===== src/rtl/uart_rx_deser_frame.sv =====
// UART receive deserializer/deframer.
// Consumes a validated start pulse plus one strobe per sampled bit, counts the
// bits itself, assembles DATA_W data bits in either order, checks optional
// parity and one or two stop bits, and holds each frame in a valid/ready
// output register together with its parity and framing flags.
//
// Output handshake: m_valid stays high, with m_data/par_err/frm_err frozen,
// until a cycle where m_valid && m_ready; that cycle consumes the frame. A
// frame completing while an unconsumed frame is held (and not being consumed
// in that same cycle) is dropped and overrun pulses for one cycle.
module uart_rx_deser_frame #(
  parameter int DATA_W    = 8,
  parameter int MSB_FIRST = 0,
  parameter int PAR_EN    = 1,
  parameter int PAR_ODD   = 0,
  parameter int STOP_BITS = 1
) (
  input  logic              clk,
  input  logic              rst,
  input  logic              start_ok,
  input  logic              sampled_bit,
  input  logic              smpl_ready,
  output logic [DATA_W-1:0] m_data,
  output logic              m_valid,
  input  logic              m_ready,
  output logic              par_err,
  output logic              frm_err,
  output logic              overrun,
  output logic              busy,
  output logic [1:0]        state_dbg
);

  typedef enum logic [1:0] {
    S_IDLE   = 2'd0,
    S_DATA   = 2'd1,
    S_PARITY = 2'd2,
    S_STOP   = 2'd3
  } state_t;

  localparam int CNT_MAX = (DATA_W > STOP_BITS) ? DATA_W : STOP_BITS;
  localparam int CNT_W   = $clog2(CNT_MAX + 1);
  localparam logic [CNT_W-1:0] DATA_LAST = CNT_W'(DATA_W - 1);
  localparam logic [CNT_W-1:0] STOP_LAST = CNT_W'(STOP_BITS - 1);
  localparam logic PAR_ODD_B = (PAR_ODD != 0);

  state_t             state_q, state_d;
  logic [CNT_W-1:0]   cnt_q;
  logic [DATA_W-1:0]  shreg_q;
  logic               acc_q;
  logic               par_frame_q;
  logic               stop_err_q;

  // control strobes decoded from the current state
  logic frame_start;
  logic data_shift;
  logic par_sample;
  logic stop_sample;
  logic commit;

  // State register
  always_ff @(posedge clk or posedge rst) begin
    if (rst) state_q <= S_IDLE;
    else     state_q <= state_d;
  end

  // Next-state logic; start_ok only matters in IDLE
  always_comb begin
    state_d = state_q;
    case (state_q)
      S_IDLE:   if (start_ok) state_d = S_DATA;
      S_DATA:   if (smpl_ready && cnt_q == DATA_LAST)
                  state_d = (PAR_EN != 0) ? S_PARITY : S_STOP;
      S_PARITY: if (smpl_ready) state_d = S_STOP;
      S_STOP:   if (smpl_ready && cnt_q == STOP_LAST) state_d = S_IDLE;
      default:  state_d = S_IDLE;
    endcase
  end

  // Output decode: which datapath action the current state performs
  always_comb begin
    frame_start = 1'b0;
    data_shift  = 1'b0;
    par_sample  = 1'b0;
    stop_sample = 1'b0;
    commit      = 1'b0;
    case (state_q)
      S_IDLE:   frame_start = start_ok;
      S_DATA:   data_shift  = smpl_ready;
      S_PARITY: par_sample  = smpl_ready;
      S_STOP: begin
        stop_sample = smpl_ready;
        commit      = smpl_ready && (cnt_q == STOP_LAST);
      end
      default: ;
    endcase
  end

  // Bit counter, cleared whenever the FSM enters a new state
  always_ff @(posedge clk or posedge rst) begin
    if (rst)                          cnt_q <= '0;
    else if (state_d != state_q)      cnt_q <= '0;
    else if (data_shift || stop_sample) cnt_q <= cnt_q + 1'b1;
  end

  // Shift register, parity accumulator and per-frame error flags
  always_ff @(posedge clk or posedge rst) begin
    if (rst) begin
      shreg_q     <= '0;
      acc_q       <= 1'b0;
      par_frame_q <= 1'b0;
      stop_err_q  <= 1'b0;
    end else begin
      if (frame_start) begin
        shreg_q     <= '0;
        acc_q       <= 1'b0;
        par_frame_q <= 1'b0;
        stop_err_q  <= 1'b0;
      end
      if (data_shift) begin
        if (MSB_FIRST != 0) shreg_q <= {shreg_q[DATA_W-2:0], sampled_bit};
        else                shreg_q <= {sampled_bit, shreg_q[DATA_W-1:1]};
        acc_q <= acc_q ^ sampled_bit;
      end
      if (par_sample)
        par_frame_q <= ((acc_q ^ sampled_bit) != PAR_ODD_B);
      if (stop_sample && !sampled_bit)
        stop_err_q <= 1'b1;
    end
  end

  // Output register: load on commit when free or being drained, else flag overrun
  always_ff @(posedge clk or posedge rst) begin
    if (rst) begin
      m_data  <= '0;
      m_valid <= 1'b0;
      par_err <= 1'b0;
      frm_err <= 1'b0;
      overrun <= 1'b0;
    end else begin
      overrun <= 1'b0;
      if (commit) begin
        if (!m_valid || m_ready) begin
          m_data  <= shreg_q;
          par_err <= par_frame_q;
          frm_err <= stop_err_q | ~sampled_bit;
          m_valid <= 1'b1;
        end else begin
          overrun <= 1'b1;
        end
      end else if (m_valid && m_ready) begin
        m_valid <= 1'b0;
      end
    end
  end

  assign busy      = (state_q != S_IDLE);
  assign state_dbg = state_q;

endmodule


===== config.mk =====
export PLATFORM = sky130hd
export DESIGN_NAME = uart_rx_deser_frame
export DESIGN_NICKNAME = d
export VERILOG_FILES = /design/src/rtl/uart_rx_deser_frame.sv
export SDC_FILE = /design/constraint.sdc
export NUM_CORES = 1
export LEC_CHECK = 0
export CAP_MARGIN = 20
export CELL_PAD_IN_SITES_DETAIL_PLACEMENT = 0
export CELL_PAD_IN_SITES_GLOBAL_PLACEMENT = 1
export CORE_MARGIN = 5
export CORE_UTILIZATION = 38
export CTS_CLUSTER_SIZE = 30
export DETAILED_ROUTE_END_ITERATION = 12
export GPL_ROUTABILITY_DRIVEN = 0
export PLACE_DENSITY_LB_ADDON = 0.05
export SLEW_MARGIN = 5
export SYNTH_ARGS = -nofsm -noshare
export SYNTH_HDL_FRONTEND = slang
export SYNTH_SLANG_ARGS = --single-unit

===== constraint.sdc =====
create_clock -name clk -period 1.5 [get_ports clk]
set_input_delay 0.15 -clock clk [delete_from_list [all_inputs] [get_ports clk]]
set_output_delay 0.15 -clock clk [all_outputs]
set_load 0.02 [all_outputs]

== Word-level counts from Yosys, hierarchy flattened ==
Index checks and enable logic that the tools add are counted.

* Register bits: 29
* Output and inout port bits: 15
* Word-level logic and storage cells: 62

* Add/sub/neg operators: 1
* Eq/ne operators: 6
* Multiplexer cells: 23
* Bitwise logic cells: 3
* Reductions and logical operators: 18

{| class="wikitable"
|+ Operators by type and width
! operator !! number
|-
| $mux 8 || 2
|-
| $mux 1 || 14
|-
| $reduce_bool 2->1 || 6
|-
| $mux 2 || 4
|-
| $mux 4 || 2
|-
| $pmux 2 s4 || 1
|-
| $add 4x1->4 const B || 1
|-
| $eq 2x2->1 const B || 2
|-
| $eq 4x3->1 const B || 1
|-
| $logic_and 1x1->1 || 4
|-
| $logic_not 4->1 || 1
|-
| $reduce_and 2->1 || 2
|-
| $eq 2x1->1 const B || 1
|-
| $logic_not 1->1 || 2
|-
| $logic_not 2->1 || 1
|-
| $logic_or 1x1->1 || 2
|-
| $ne 2x1->1 const B || 1
|-
| $ne 2x2->1 || 1
|-
| $not 1->1 || 1
|-
| $or 1x1->1 || 1
|-
| $xor 1x1->1 || 1
|}

== Depth between registers and ports, before layout ==
* Word-level depth: 6
* Gate-level depth with buffers: 6
* Depth with buffers taken out: 5

== Least setup slack after synthesis ==
No wires, ideal clock.

* Path type: register to register
* Start: register cnt_q[0]
* End: register frm_err
* Library setup time: 0.125 ns
* Data arrival time: 1.432 ns
* Slack: -0.057 ns
* Stages on the path, launching flop included: 7
* Cells stage by stage: dfrtp_1 > inv_1 > ha_1 > nand4b_4 > nor3b_2 > buf_4 > mux2_2

* Cells in the longest elaborated chain, start to end: 4

{| class="wikitable"
|+ RTL lines
! what !! line !! source
|-
| from (decl) || 47 || <nowiki>logic [CNT_W-1:0] cnt_q;</nowiki>
|-
| from (signal assigned) || 102 || <nowiki>else if (data_shift || stop_sample) cnt_q <= cnt_q + 1'b1;</nowiki>
|-
| $logic_not 4->1 || 92 || <nowiki>commit = smpl_ready && (cnt_q == STOP_LAST);</nowiki>
|-
| $logic_and 1x1->1 || 92 ||
|-
| $mux 1 || 86 || <nowiki>case (state_q)</nowiki>
|-
| $reduce_and 2->1 (no source line) || - ||
|-
| to (signal assigned) || 145 || <nowiki>frm_err <= stop_err_q | ~sampled_bit;</nowiki>
|-
| to (decl) || 27 || <nowiki>output logic frm_err,</nowiki>
|}

No other way between the ends.
A chain may end at the register's enable or synchronous reset.

== Worst setup path after layout ==
* Start: register cnt_q[0]
* End: register m_data[5]

* Cells in the longest elaborated chain, start to end: 4

{| class="wikitable"
|+ RTL lines
! what !! line !! source
|-
| $logic_not 4->1 || 92 ||
|-
| $logic_and 1x1->1 || 92 ||
|-
| $mux 1 || 86 ||
|-
| $reduce_and 2->1 (no source line) || - ||
|-
| to (signal assigned) || 143 || <nowiki>m_data <= shreg_q;</nowiki>
|-
| to (decl) || 23 || <nowiki>output logic [DATA_W-1:0] m_data,</nowiki>
|}

No other way between the ends.

==> results <==
- The flow ran to the end, but the final reports show violations.
- For this run, global-route usage on met3 was measured as 3.48%.
- The worst relative slew slack is 75.2%.
- The portion of the clock cycle consumed by the worst path in the final layout is 105%.
- The critical path endpoint category is a flop.
- For this block, the initial DRC count from the detailed router was 23.
- The number of CTS-inserted buffers is 5.
- The sequential fraction of the synthesis area is 54.5%.
- The pin count of the biggest net entering global routing is 30.
- The depth of the CTS H-tree is 2.
- The total die area is 0.00479 mm^2.
- Setup repair after global routing could not meet its margin everywhere.
- The share of the core filled with cells in the final layout is 53.8%.
- Yosys mapped a number of flops with a built-in enable equal to 0.
- The data required time at the worst endpoint is 1710 ps.
- The post-detailed-route count of antenna-violating nets is 0.
- After floorplanning, the core was divided into 21 placement rows.
- The routed layout has 921 vias.
- The cell total after placement is 181.
- After synthesis, the mean cell area works out to 12.8 um^2.
- The met1 global-route usage is 17.3%.
- The first detailed-routing pass took 4 iterations.
- The count of input and output buffers is 20.
- The worst setup path is of the flop to flop kind.
- The number of global-route vias before repair is 977.
- Compared with the post-synthesis result, the final layout area differs by 35.9%.
- Yosys mapped the design onto 33 distinct sky130hd cell types.
- For the pin with the worst max-slew slack, the measured transition is 373 ps.
- Summed over all instances, the cell type with the most area after synthesis is dfrtp_1.
- The via density per instance is 4.85.
- The root buffer cell chosen for the clock tree is clkbuf_4.
- The number of antenna violations at the first check in global routing is 0.
- Once routing completed, OpenROAD measured the worst setup slack at -69.2 ps.
- In the post-synthesis netlist, the biggest area contributors are dfrtp_1 (54%), mux2_2 (7.6%), a22o_2 (6.8%).
- The number of fill cells in the layout is 339.
- The worst setup skew after layout is 7.25 ps.
- By instance count, the leading cell after synthesis is dfrtp_1.
- Counting along the longest clock path gives a buffer depth of 2.
- For the final routed database, the setup TNS stands at -562 ps.
- The leakage power figure is 0.866 nW.
- The top cell type by area accounts for 54.5% of the synthesized area.
- The number of pins exceeding their max-slew limit in the final report is 0.
- The global-route usage over all layers is 12.6%.
- For the worst setup path, the data arrival time is 1780 ps.
- The commonest cells after synthesis are dfrtp_1 (29), a22o_2 (9), mux2_2 (9), inv_1 (7).
- The share of layout cells above drive strength 1 is 41.0%.
- The first-pass GRT wire length is 4840 um.
- The aggregate routed wire length is 2750 um.
- In this run the vertical extent of the chip is 69.2 um.
- The HPWL reported at the end of detailed placement is 1850 um.
- The type of the worst min-delay path is input pin to async pin.
- The total clock sinks is 29.
- The maximum clock rate is 637 MHz.
- The clock latency on the worst-skew pair is 320 ps.
- The flip-flop and latch count after synthesis is 29.
- The power density normalized to cell area is 1720 mW/mm^2.
- The number of design rule violations left after detail routing is 0.
- For this design the top-level I/O count stands at 21.
- In this run the critical register-to-register path is launched from cnt_q[0].
- The standard cell core area is 0.00336 mm^2.
- Measured along the x axis, the die boundary spans 69.2 um.
- The checks that failed: negative setup slack.
- The post-layout minimum cycle time is 1570 ps.
- Along the worst path, the maximum fanout reaches 5.
- Across the run, the number of max-cap violations was 0.
- Synthesis produced a netlist with a net count of 112.
- The total overflow left after global routing is 0.
- The synthesized instance count is 104.
- The clock tree from TritonCTS is built.
- The mean routed wirelength per cell is 14.5 um.
- Setup violations remaining at the end of the flow were counted as 10.
- The hold-fix buffer count after cts is 0.
- The fraction of registers with async set or reset after synthesis is 100%.
- The most critical setup path has its startpoint at cnt_q[0].
- For this run, the leading register cell type out of synthesis is dfrtp_1.
- The clock slew seen by the registers of the worst setup and hold paths is 100 ps.
- The layer with the highest usage is met2.
- Global routing used 18.3% of the available met2 tracks.
- For this configuration, the core starts out at a cell density of 39.6%.
- The worst ir drop on vdd is 0.609 mV.
- The count of endpoints failing hold in the final timing report came to 0.
- The synthesized netlist occupies a cell area of 0.00133 mm^2.
- The post-route non-filler standard cell count is 190.
- The net count of the finished layout is 151.
- Yosys printed 0 warnings.
- The category of the worst setup path launch point is a flop.
- The number of diodes is 0.
==> repair_timing <==
action,in CTS,in global routing
pin swaps,0,6
setup endpoints to repair,13,13
gates resized for setup,10,11
setup buffers,1,2
==> through the flow <==
step	hold slack [ps]	cell area, um^2	power (mW)	setup WS (ps)
2_1_floorplan	228	1350	2.11	-1.30
3_3_place_gp	473	1680	2.53	-151
3_5_place_dp	495	1680	2.58	-173
4_1_cts	200	1760	3.10	-57.1
5_1_grt	230	1810	3.33	-139
6_report	202	1810	3.11	-69.2
==> routing by layer <==
metal / share of wire (%) / up-vias
met1: 51 / 449
li1: - / 446
met4: 1.5 / 0
met5: 0 / -
met2: 44 / 21
met3: 3.4 / 5
==> power by group <==
group	total, mW	switching (mW)	internal, mW
combinational	1.39	0.624	0.763
sequential	1.25	0.197	1.06
clock	0.465	0.288	0.177
total	3.11	1.11	2.00
==> cells in the final DEF, fill, tap and decap left out, types with 2 or more instances in the layout <==
cell              n
dlygate4sd2_1     3
inv_1             5
buf_4            16
buf_6             2
clkinv_2          2
nand2b_1          3
o21ai_0           3
nand2_1           3
clkdlybuf4s50_1  15
clkbuf_4          5
dfrtp_1          28
nor3_1            2
nor2_1            3
inv_2             2
mux2i_1           2
nand3_1           2
ha_4              2
and3b_1           2
dlymetal6s2s_1    2
a31oi_1           2
a22o_2            9
xor2_1            2
a21oi_1           3
mux2_4           10
==> worst max-delay path, cell delays in order (launching register included) <==
cell	delay, ps
dfrtp_1	400
inv_2	80
ha_4	140
nand4b_4	110
nor3b_4	260
buf_6	170
mux2_4	310
==> path summary, 6_finish.rpt <==
path,to,slack (ps),cells after the start
worst max-delay path,m_data[5],-70,6
worst min-delay path,cnt_q[2],200,3
worst max register to register,m_data[5],-70,6
worst min register to register,m_data[3],520,1
max in group asynchronous,state_dbg[0],1010,3
min in group clk,m_data[3],520,1
==> sequential cells by signal, indices dropped and copies added, names as in the netlist <==
name	flops
m_data	8
shreg_q	8
cnt_q	4
state_dbg	2
acc_q	1
frm_err	1
m_valid	1
overrun	1
par_err	1
par_frame_q	1
stop_err_q	1
==> area by class of cell <==
cell class	instances	area (um^2)	share of cell area (%)
Inverter	7	26.3	1.45
Clock buffer	5	37.5	2.07
Sequential cell	29	727	40.2
Timing Repair Buffer	38	344	19.0
Clock inverter	3	17.5	0.968
Tap cell	46	57.6	3.18
Multi-Input combinational cell	62	601	33.2
==> cell families (layout without fill, tap and decap cells) <==
logic type,after synthesis,after routing,synth area share (%)
AO/OA/AOI/OAI,21,21,13.5
XOR/XNOR,3,3,1.97
adder cells (fa/ha/maj),2,2,1.88
buffers and inverters,13,53,6.01
flip-flops,29,29,54.5
multiplexers,12,12,9.95
AND/OR/NAND/NOR,24,24,12.2
No activity file was read; power rests on OpenSTA's default activity.
